===== src/rtl/gen3_scr_pkg.sv =====
// Shared constants and types for the Gen3 multi-lane scrambler: LFSR taps, lane seeds,
// sync-header and ordered-set symbol codes, and the block FSM state encoding.
package gen3_scr_pkg;

  localparam int          LFSR_W    = 23;
  // x^23 + x^21 + x^16 + x^8 + x^5 + x^2 + 1, with x^23 implicit in the shift-out bit
  localparam logic [22:0] LFSR_TAPS = 23'h210125;

  localparam logic [1:0]  SYNC_DATA = 2'b10;
  localparam logic [1:0]  SYNC_OS   = 2'b01;

  localparam logic [7:0]  OS_SKP    = 8'hAA;
  localparam logic [7:0]  OS_EIEOS  = 8'h00;

  typedef enum logic [1:0] {
    IDLE     = 2'd0,
    DATA_BLK = 2'd1,
    OS_BLK   = 2'd2,
    SKP_BLK  = 2'd3
  } scr_state_e;

  // Only the low three bits select a seed; physical lane numbers repeat every 8 lanes.
  function automatic logic [LFSR_W-1:0] lane_seed(input logic [3:0] idx);
    logic [LFSR_W-1:0] seed;
    case (idx & 4'h7)
      4'd0:    seed = 23'h1DBFBC;
      4'd1:    seed = 23'h0607BB;
      4'd2:    seed = 23'h1EC760;
      4'd3:    seed = 23'h18C0DB;
      4'd4:    seed = 23'h010F12;
      4'd5:    seed = 23'h19CFC9;
      4'd6:    seed = 23'h0277CE;
      default: seed = 23'h1BB807;
    endcase
    return seed;
  endfunction

  // One serial step; the keystream bit for this step is s[LFSR_W-1] before the shift.
  function automatic logic [LFSR_W-1:0] lfsr_step(input logic [LFSR_W-1:0] s);
    return {s[LFSR_W-2:0], 1'b0} ^ (s[LFSR_W-1] ? LFSR_TAPS : '0);
  endfunction

endpackage


===== src/rtl/gen3_lane_lfsr_adv.sv =====
// Combinational advance of one lane LFSR by BPL bytes; keystream byte b sits at
// ks_o[b*8 +: 8] with its first generated bit in the LSB.
module gen3_lane_lfsr_adv
  import gen3_scr_pkg::*;
#(
  parameter int BPL = 4
) (
  input  logic [LFSR_W-1:0] state_i,
  output logic [LFSR_W-1:0] state_o,
  output logic [BPL*8-1:0]  ks_o
);

  logic [LFSR_W-1:0] s;

  always_comb begin
    s    = state_i;
    ks_o = '0;
    for (int i = 0; i < BPL*8; i++) begin
      ks_o[i] = s[LFSR_W-1];
      s       = lfsr_step(s);
    end
    state_o = s;
  end

endmodule


===== src/rtl/gen3_multilane_scrambler.sv =====
// Multi-lane 128b/130b block scrambler with registered valid/ready output stage.
// Optional accepted-block counter is built only when GEN3_SCR_BLK_CNT_EN is defined.
//
// state    | meaning
// IDLE     | between blocks; next beat should carry block_start_i
// DATA_BLK | data block, bytes XORed with lane keystream when enabled
// OS_BLK   | ordered set, symbol 0 clear, symbols 1..15 scrambled
// SKP_BLK  | SKP ordered set or bad sync header: pass-through, LFSRs held
module gen3_multilane_scrambler
  import gen3_scr_pkg::*;
#(
  parameter int LANES = 4,
  parameter int BPL   = 4
) (
  input  logic                   clk_i,
  input  logic                   rst_i,
  input  logic [3:0]             lane_base_i,
  input  logic                   scramble_enable_i,
  input  logic                   valid_i,
  output logic                   ready_o,
  input  logic                   block_start_i,
  input  logic [1:0]             sync_hdr_i,
  input  logic [LANES*BPL*8-1:0] data_i,
  output logic                   valid_o,
  input  logic                   ready_i,
  output logic [LANES*BPL*8-1:0] data_o,
  output logic                   err_o,
  output logic [15:0]            blk_cnt_o
);

  localparam int W     = LANES*BPL*8;
  localparam int BEATS = 16/BPL;
  localparam int CW    = $clog2(BEATS);

  scr_state_e        state_q, state_d, mode;
  logic [CW-1:0]     cnt_q, cnt_d, beat_idx;
  logic              eieos_q, eieos_d;
  logic              fresh_q, fresh_d;
  logic [LFSR_W-1:0] lfsr_q   [LANES];
  logic [LFSR_W-1:0] lfsr_d   [LANES];
  logic [LFSR_W-1:0] lfsr_cur [LANES];
  logic [LFSR_W-1:0] lfsr_adv [LANES];
  logic [BPL*8-1:0]  ks       [LANES];

  logic              valid_q, err_q, err_d;
  logic [W-1:0]      data_q, data_d;

  logic              accept, blk_start, misalign, bad_sync, blk_end;
  logic              lfsr_advance, lfsr_reload, scr_byte;

  assign ready_o   = !valid_q || ready_i;
  assign valid_o   = valid_q;
  assign data_o    = data_q;
  assign err_o     = err_q;

  // fresh_q stands in for "every lane holds its seed", so reset and EIEOS reload
  // need no lane_base_i-dependent register load.
  for (genvar l = 0; l < LANES; l++) begin : g_lane
    assign lfsr_cur[l] = fresh_q ? lane_seed(lane_base_i + 4'(l)) : lfsr_q[l];

    gen3_lane_lfsr_adv #(.BPL(BPL)) u_adv (
      .state_i (lfsr_cur[l]),
      .state_o (lfsr_adv[l]),
      .ks_o    (ks[l])
    );
  end

  always_comb begin
    state_d      = state_q;
    cnt_d        = cnt_q;
    eieos_d      = eieos_q;
    fresh_d      = fresh_q;
    accept       = valid_i && ready_o;
    blk_start    = accept && block_start_i;
    misalign     = blk_start && (cnt_q != '0);
    bad_sync     = 1'b0;
    mode         = state_q;
    beat_idx     = cnt_q;

    // A block_start beat always opens a new block, even mid-block.
    if (blk_start) begin
      beat_idx = '0;
      case (sync_hdr_i)
        SYNC_DATA: mode = DATA_BLK;
        SYNC_OS:   mode = (data_i[7:0] == OS_SKP) ? SKP_BLK : OS_BLK;
        default: begin
          mode     = SKP_BLK;
          bad_sync = 1'b1;
        end
      endcase
    end

    blk_end      = (mode != IDLE) && (beat_idx == CW'(BEATS-1));
    lfsr_advance = (mode == DATA_BLK) || (mode == OS_BLK);
    lfsr_reload  = (mode == OS_BLK) && blk_end && eieos_q;

    if (accept) begin
      if (blk_start) eieos_d = (data_i[7:0] == OS_EIEOS);
      if (mode != IDLE) begin
        if (blk_end) begin
          cnt_d   = '0;
          state_d = IDLE;
        end else begin
          cnt_d   = beat_idx + 1'b1;
          state_d = mode;
        end
      end
      if (lfsr_reload)       fresh_d = 1'b1;
      else if (lfsr_advance) fresh_d = 1'b0;
    end

    err_d = misalign || (blk_start && bad_sync);

    for (int l = 0; l < LANES; l++) begin
      lfsr_d[l] = (accept && lfsr_advance) ? lfsr_adv[l] : lfsr_q[l];
    end
  end

  always_comb begin
    data_d   = data_i;
    scr_byte = 1'b0;
    for (int l = 0; l < LANES; l++) begin
      for (int b = 0; b < BPL; b++) begin
        case (mode)
          DATA_BLK: scr_byte = scramble_enable_i;
          OS_BLK:   scr_byte = !((beat_idx == '0) && (b == 0));
          default:  scr_byte = 1'b0;
        endcase
        if (scr_byte) begin
          data_d[(l*BPL+b)*8 +: 8] = data_i[(l*BPL+b)*8 +: 8] ^ ks[l][b*8 +: 8];
        end
      end
    end
  end

  always_ff @(posedge clk_i or posedge rst_i) begin
    if (rst_i) begin
      state_q <= IDLE;
      cnt_q   <= '0;
      eieos_q <= 1'b0;
      fresh_q <= 1'b1;
      for (int l = 0; l < LANES; l++) lfsr_q[l] <= '0;
    end else begin
      state_q <= state_d;
      cnt_q   <= cnt_d;
      eieos_q <= eieos_d;
      fresh_q <= fresh_d;
      for (int l = 0; l < LANES; l++) lfsr_q[l] <= lfsr_d[l];
    end
  end

  always_ff @(posedge clk_i or posedge rst_i) begin
    if (rst_i) begin
      valid_q <= 1'b0;
      data_q  <= '0;
      err_q   <= 1'b0;
    end else begin
      err_q <= err_d;
      if (ready_o) begin
        valid_q <= valid_i;
        if (valid_i) data_q <= data_d;
      end
    end
  end

`ifdef GEN3_SCR_BLK_CNT_EN
  logic [15:0] blk_cnt_q;

  always_ff @(posedge clk_i or posedge rst_i) begin
    if (rst_i)          blk_cnt_q <= '0;
    else if (blk_start) blk_cnt_q <= blk_cnt_q + 16'd1;
  end

  assign blk_cnt_o = blk_cnt_q;
`else
  assign blk_cnt_o = '0;
`endif

endmodule

===== config.mk =====
export PLATFORM = sky130hd
export DESIGN_NAME = gen3_multilane_scrambler
export DESIGN_NICKNAME = d
export VERILOG_FILES = /design/src/rtl/gen3_scr_pkg.sv /design/src/rtl/gen3_lane_lfsr_adv.sv /design/src/rtl/gen3_multilane_scrambler.sv
export SDC_FILE = /design/constraint.sdc
export NUM_CORES = 1
export LEC_CHECK = 0
export BUFFER_PORTS_ARGS = -buffer_cell sky130_fd_sc_hd__buf_2
export CAP_MARGIN = 0
export CORE_UTILIZATION = 50
export DETAILED_ROUTE_END_ITERATION = 8
export HOLD_SLACK_MARGIN = 0.05
export PLACE_DENSITY = 0.81
export SETUP_SLACK_MARGIN = 0.02
export SLEW_MARGIN = 30
export SYNTH_ARGS = -nofsm -noshare
export SYNTH_HDL_FRONTEND = slang
export SYNTH_SLANG_ARGS = --single-unit

===== constraint.sdc =====
create_clock -name clk_i -period 7.5 [get_ports clk_i]
set_clock_uncertainty 0.2 [all_clocks]
set_input_delay 1.5 -clock clk_i [delete_from_list [all_inputs] [get_ports clk_i]]
set_output_delay 1.5 -clock clk_i [all_outputs]
set_load 0.02 [all_outputs]

Word level (Yosys, flattened, before mapping)

Index checks and enable logic that the tools add are counted.

Equal/unequal tests: 30
Bitwise logic cells: 144
Multiplexer cells: 164
Reduce and logical (&&, ||, !) cells: 27
$add $sub $neg: 4

Operators by type and width:

| operator                                             | number |
|---|---|
| XOR 23 bit                                           | 128 |
| 2-to-1 mux 22 bit                                    | 128 |
| one-hot mux 21 bit (7 select lines)                  | 4 |
| 2-to-1 mux 8 bit                                     | 16 |
| XOR 8 bit                                            | 16 |
| 2-to-1 mux 23 bit                                    | 4 |
| equality test 3 bit (second input constant)          | 12 |
| equality test 3 x 2 -> 1 bit (second input constant) | 8 |
| zero test 4 bit                                      | 4 |
| equality test 3 x 1 -> 1 bit (second input constant) | 4 |
| equality test 8 bit (second input constant)          | 1 |
| logical AND 1 bit                                    | 8 |
| zero test 8 bit                                      | 1 |
| 2-to-1 mux 2 bit                                     | 4 |
| AND reduction 2 bit                                  | 4 |
| adder 3 x 2 -> 3 bit (second input constant)         | 2 |
| equality test 2 bit (second input constant)          | 3 |
| nonzero test 2 bit                                   | 3 |
| 2-to-1 mux 1 bit                                     | 5 |
| equality test 2 x 1 -> 1 bit (second input constant) | 2 |
| one-hot mux 1 bit (2 select lines)                   | 2 |
| one-hot mux 2 bit (2 select lines)                   | 1 |
| adder 3 x 1 -> 3 bit (second input constant)         | 1 |
| logical OR 1 bit                                     | 3 |
| other kinds (4)                                      | 5 |

Output and inout bits: 147
Bits in registers: 228
Bits of input ports: 140
Logic and storage cells: 380

Logic depth before layout (Yosys ltp)

Depth after elaboration: 68
Depth in mapped cells: 19
Mapped depth without buffers: 15

Cells and area by module

A second synthesis with hierarchy kept.

Cell total of the unflattened synthesis: 1982
Area total of the unflattened synthesis: 20586.0 um^2

By module, submodules not included:

| module                   | seq. area each (um^2) | instances | cells an instance | area each (um^2) |
|---|---|---|---|---|
| gen3_multilane_scrambler | 5706.7                | 1         | 1290              | 12062.8 |
| gen3_lane_lfsr_adv       | 0.0                   | 4         | 173               | 2130.8 |

Worst setup path after synthesis

No wires, ideal clock.

Path kind: input port to flip-flop
From: in lane_base_i[1]
To: reg data_q[30], in the netlist data_o[30]
Path slack: 0.665 ns
Stages on the path: 17
Arrival time: 6.553 ns
Library setup time: 0.082 ns
Path buffers: 3
Cell sequence: buf_2 > buf_4 > nand2_1 > inv_2 > ha_1 > buf_2 > or3b_1 > o22a_1 > xor2_2 > xnor3_2 > xnor3_2 > xnor2_4 > xnor3_2 > xnor3_2 > xnor3_2 > or3_1 > a31oi_1

Word-level cells in the longest chain between the ends: 49
Elaborated cells between the ends (all ways): 66
Classes of those cells: eq/ne (6); mux (28); bitwise (31); reduce/logical (1)

Ends and longest elaborated chain:

| what                                        | RTL line                        | RTL |
|---|---|---|
| start: declaration                          | gen3_multilane_scrambler.sv:17  | `input logic [3:0] lane_base_i,` |
| equality test 3 bit (tied with other cells) | gen3_scr_pkg.sv:25              | `case (idx & 4'h7)` |
| one-hot mux 21 bit (7 select lines) *       | gen3_scr_pkg.sv:25              |  |
| 2-to-1 mux 23 bit *                         | gen3_multilane_scrambler.sv:59  | `assign lfsr_cur[l] = fresh_q ? lane_seed(lane_base_i + 4'(l)) : lfsr_q[l];` |
| XOR 23 bit * (2 in series)                  | gen3_scr_pkg.sv:40              | `return {s[LFSR_W-2:0], 1'b0} ^ (s[LFSR_W-1] ? LFSR_TAPS : '0);` |
| 2-to-1 mux 22 bit                           | gen3_scr_pkg.sv:40              |  |
| XOR 23 bit * (2 in series)                  | gen3_scr_pkg.sv:40              |  |
| 2-to-1 mux 22 bit                           | gen3_scr_pkg.sv:40              |  |
| XOR 23 bit * (2 in series)                  | gen3_scr_pkg.sv:40              |  |
| [27 not listed]                             | n/a                             |  |
| 2-to-1 mux 22 bit                           | gen3_scr_pkg.sv:40              |  |
| XOR 23 bit * (2 in series)                  | gen3_scr_pkg.sv:40              |  |
| 2-to-1 mux 22 bit                           | gen3_scr_pkg.sv:40              |  |
| XOR 23 bit * (2 in series)                  | gen3_scr_pkg.sv:40              |  |
| 2-to-1 mux 22 bit                           | gen3_scr_pkg.sv:40              |  |
| XOR 23 bit * (2 in series)                  | gen3_scr_pkg.sv:40              |  |
| XOR 8 bit *                                 | gen3_multilane_scrambler.sv:130 | `data_d[(l*BPL+b)*8 +: 8] = data_i[(l*BPL+b)*8 +: 8] ^ ks[l][b*8 +: 8];` |
| 2-to-1 mux 8 bit *                          | gen3_multilane_scrambler.sv:129 | `if (scr_byte) begin` |
| end signal: assignment                      | gen3_multilane_scrambler.sv:161 | `if (valid_i) data_q <= data_d;` |
| end: declaration                            | gen3_multilane_scrambler.sv:46  | `logic [W-1:0] data_q, data_d;` |

Mark *: on every way between the ends. The rest lies on a longest branch, timed or not.
A chain may end at the register's enable or synchronous reset.

Worst setup path after layout

Same ends and word-level chain as after synthesis.

==> flow_metrics.env <==
export IMPL_antenna_found_initial=1
export IMPL_rows=70
export IMPL_path_cells="buf_2 -> nor2_1 -> ha_1 -> nand2b_1 -> a211oi_1 -> a211oi_2 -> xor2_2 -> xnor3_2 -> xnor3_2 -> xnor2_4 -> xnor3_2 -> xnor3_2 -> xnor3_2 -> or3_1 -> a31oi_1"
export IMPL_design_core_area_um2=36900
export IMPL_hold_viol_final=0
export IMPL_grt_pass1_wl_um=78300
export IMPL_drtAntennaViolNets=0
export IMPL_ys_ff_latch=228
export IMPL_clk_insertion_delay_late_ns=0.56
export IMPL_cts_sinks=228
export IMPL_cts_tree="built"
export IMPL_synth_area_um2=18900
export IMPL_fin_area_um2=21600
export IMPL_grt_max_degree=114
export IMPL_cp_required_ns=7.77
export IMPL_cp_arrival_ns=6.97
export IMPL_cp_max_fo=23
export IMPL_postCtsSetupBuffers=0
export IMPL_yosysWarnings=0
export IMPL_cp_startpoint="lane_base_i[1]"
export IMPL_finalWorstPathRequiredPeriod_ns=6.69
export IMPL_ys_seq_area_share_pct=30.2
export IMPL_r2r_end="data_o[30]$_DFFE_PP0P_"
export IMPL_cts_inserted_buffers=28
export IMPL_synth_top_area_share_pct=30.1
export IMPL_fp_dieH_um=196
export IMPL_port_buffers=269
export IMPL_synth_most_common_cell="xnor2_1"
export IMPL_cp_slowest_stage_delay_ns=0.59
export IMPL_slew_headroom_pct=34.6
export IMPL_place_area_um2=20700
export IMPL_clockBufferDepth=3
export IMPL_fmax_mhz=149
export IMPL_wl_um=49800
export IMPL_ctsHoldBuffers=0
export IMPL_synth_area_top_cells="dfrtp_1, xnor2_1, xor2_1"
export IMPL_ios=287
export IMPL_fp_dieArea_um2=38500
export IMPL_drc=0
export IMPL_final_max_slew_viol_count=0
export IMPL_die_w_um=196
export IMPL_yosys_area_top_type="dfrtp_1"
export IMPL_overflow=0
export IMPL_rsz0062_at_grt="no"
export IMPL_synthTopCellsByCount="xnor2_1, nand2_1, o21ai_0"
export IMPL_h_tree_depth=1
export IMPL_drv_cap=0
export IMPL_viasPerCell=5.29
export IMPL_dr_pass1_iters=5
export IMPL_diodes=0
export IMPL_crit_path_top_delay_cell="xnor3_2"
export IMPL_syn2layout_area_growth_pct=14.5
export IMPL_grt_pass1_vias=14357
export IMPL_vias=14468
export IMPL_ff2ff_path_depth=13
export IMPL_gp_congestion=0.974
export IMPL_nFillCells=3233
export IMPL_initial_core_util_pct=51.2
export IMPL_cp_common_cell="xnor3_2"
export IMPL_root_buffer="clkbuf_16"
export IMPL_timing_rr_start="fresh_q$_DFFE_PP1P_"
export IMPL_hold_path_depth=2
export IMPL_drtIter0Drc=1003
export IMPL_hold_path_end="data_o[98]$_DFFE_PP0P_"
export IMPL_postSynthCellCount=1982
export IMPL_worstSetupPathType="input port to flop"
export IMPL_nNetsFinal=2363
export IMPL_ys_async_sr_fraction_pct=100
export IMPL_worst_slew_pin_slew_ns=0.981
export IMPL_dp_hpwl_um=37700
export IMPL_min_from="data_o[98]$_DFFE_PP0P_"
export IMPL_fin_crit_sh_pct=89.2
export IMPL_cp_start_kind="input port"
export IMPL_synth_flop_cell="dfrtp_1"
export IMPL_wl_per_cell_um=18.2
export IMPL_status="finished clean"
export IMPL_hold_class="flop to flop"
export IMPL_tns_ns=0
export IMPL_drive_above_1_share_pct=19.5
export IMPL_critPathCaptureType="flop"
export IMPL_avgSynthCellArea_um2=9.52
export IMPL_synth_cell_types=84
export IMPL_r2r_slack_ns=1.25
export IMPL_setup_violations=0
export IMPL_post_cts_resized=0
export IMPL_gr_usage_all_layers_pct=25.8
export IMPL_synth_edf_count=0
export IMPL_clk_pin_slew_ns=0.06
-- critical path: cells and delay by family --
kind                     cells  cell delay (ns)
AND/OR/NAND/NOR              3             0.78
buffers and inverters        1             0.33
adder cells (fa/ha/maj)      1             0.38
XOR/XNOR                     7             3.21
AO/OA/AOI/OAI                3             0.73
-- state kept, by name, summed over array words and instances (netlist names) --
name	count
cnt_q	2
data_o	128
eieos_q	1
err_o	1
fresh_q	1
lfsr_q	92
state_q	2
valid_o	1
-- worst max-delay path by stage --
stage	slack, ns	depth (start not counted)	end
finish	0.81	15	data_o[30]$_DFFE_PP0P_
global route	0.49	16	lfsr_q[55]$_DFFE_PP0P_
CTS	0.83	15	data_o[30]$_DFFE_PP0P_
detailed placement	0.26	15	lfsr_q[86]$_DFFE_PP0P_
global placement	0.39	15	data_o[30]$_DFFE_PP0P_
floorplan	0.67	17	data_o[30]$_DFFE_PP0P_
-- layout make-up --
cell class | instances | area [µm²] | area share (%)
clock buffer | 39 | 833 | 3.85
inverter | 17 | 67.6 | 0.312
timing repair buffer | 308 | 1680 | 7.77
clock inverter | 10 | 86.3 | 0.399
multi-input combinational | 1629 | 12600 | 58.3
tap | 504 | 631 | 2.92
sequential | 228 | 5710 | 26.4
-- through the flow --
| step | utilization (%) | setup WS [ns] | hold slack (ns) | std cells |
|---|---|---|---|---|
| 2_1_floorplan | - | 0.665 | 0.242 | 1997 |
| 3_3_place_gp | 56.0 | 0.391 | 0.248 | 2685 |
| 3_5_place_dp | 56.0 | 0.256 | 0.266 | 2685 |
| 4_1_cts | 58.5 | 0.833 | 0.279 | 2734 |
| 5_1_grt | 58.6 | 0.489 | 0.288 | 2735 |
| 6_report | 58.6 | 0.807 | 0.272 | 2735 |
-- metal layers --
metal  vias up  track usage (%)  wire length, µm
li1       6925                -                -
met1      6920             34.6            21200
met2       525             42.9            23900
met4         0             8.39             1410
met3        98             3.58             3230
met5         -                0                0
-- kinds of logic after synthesis --
family	Yosys count	synth area share, %
simple gates	480	10.6
mux	19	1.09
flops	228	30.2
xor+xnor	738	42.4
other cells	1	0.0199
fa+ha+maj	11	0.729
compound gates	365	11.4
buf+inv	140	3.48
-- cell usage in the layout (no fill, tap or decap), drive strengths merged, types with 4 or more instances in the layout --
cell type,instances
o21ai,266
and2,7
xnor3,73
nand2,296
clkinv,7
a211oi,4
a21boi,14
buf,307
nor3b,7
nand2b,10
nand3,6
nor3,8
or3,11
a31oi,14
nor2,110
o311ai,4
dfrtp,227
xnor2,439
xor2,211
o21a,12
nor2b,12
mux2,13
inv,16
xor3,15
a21oi,14
mux2i,6
conb,16
o22ai,4
ha,11
clkbuf,40
Power is left out: the tool's default activity adds up to more than one toggle a clock period on the data nets, which glitch-free logic cannot reach.
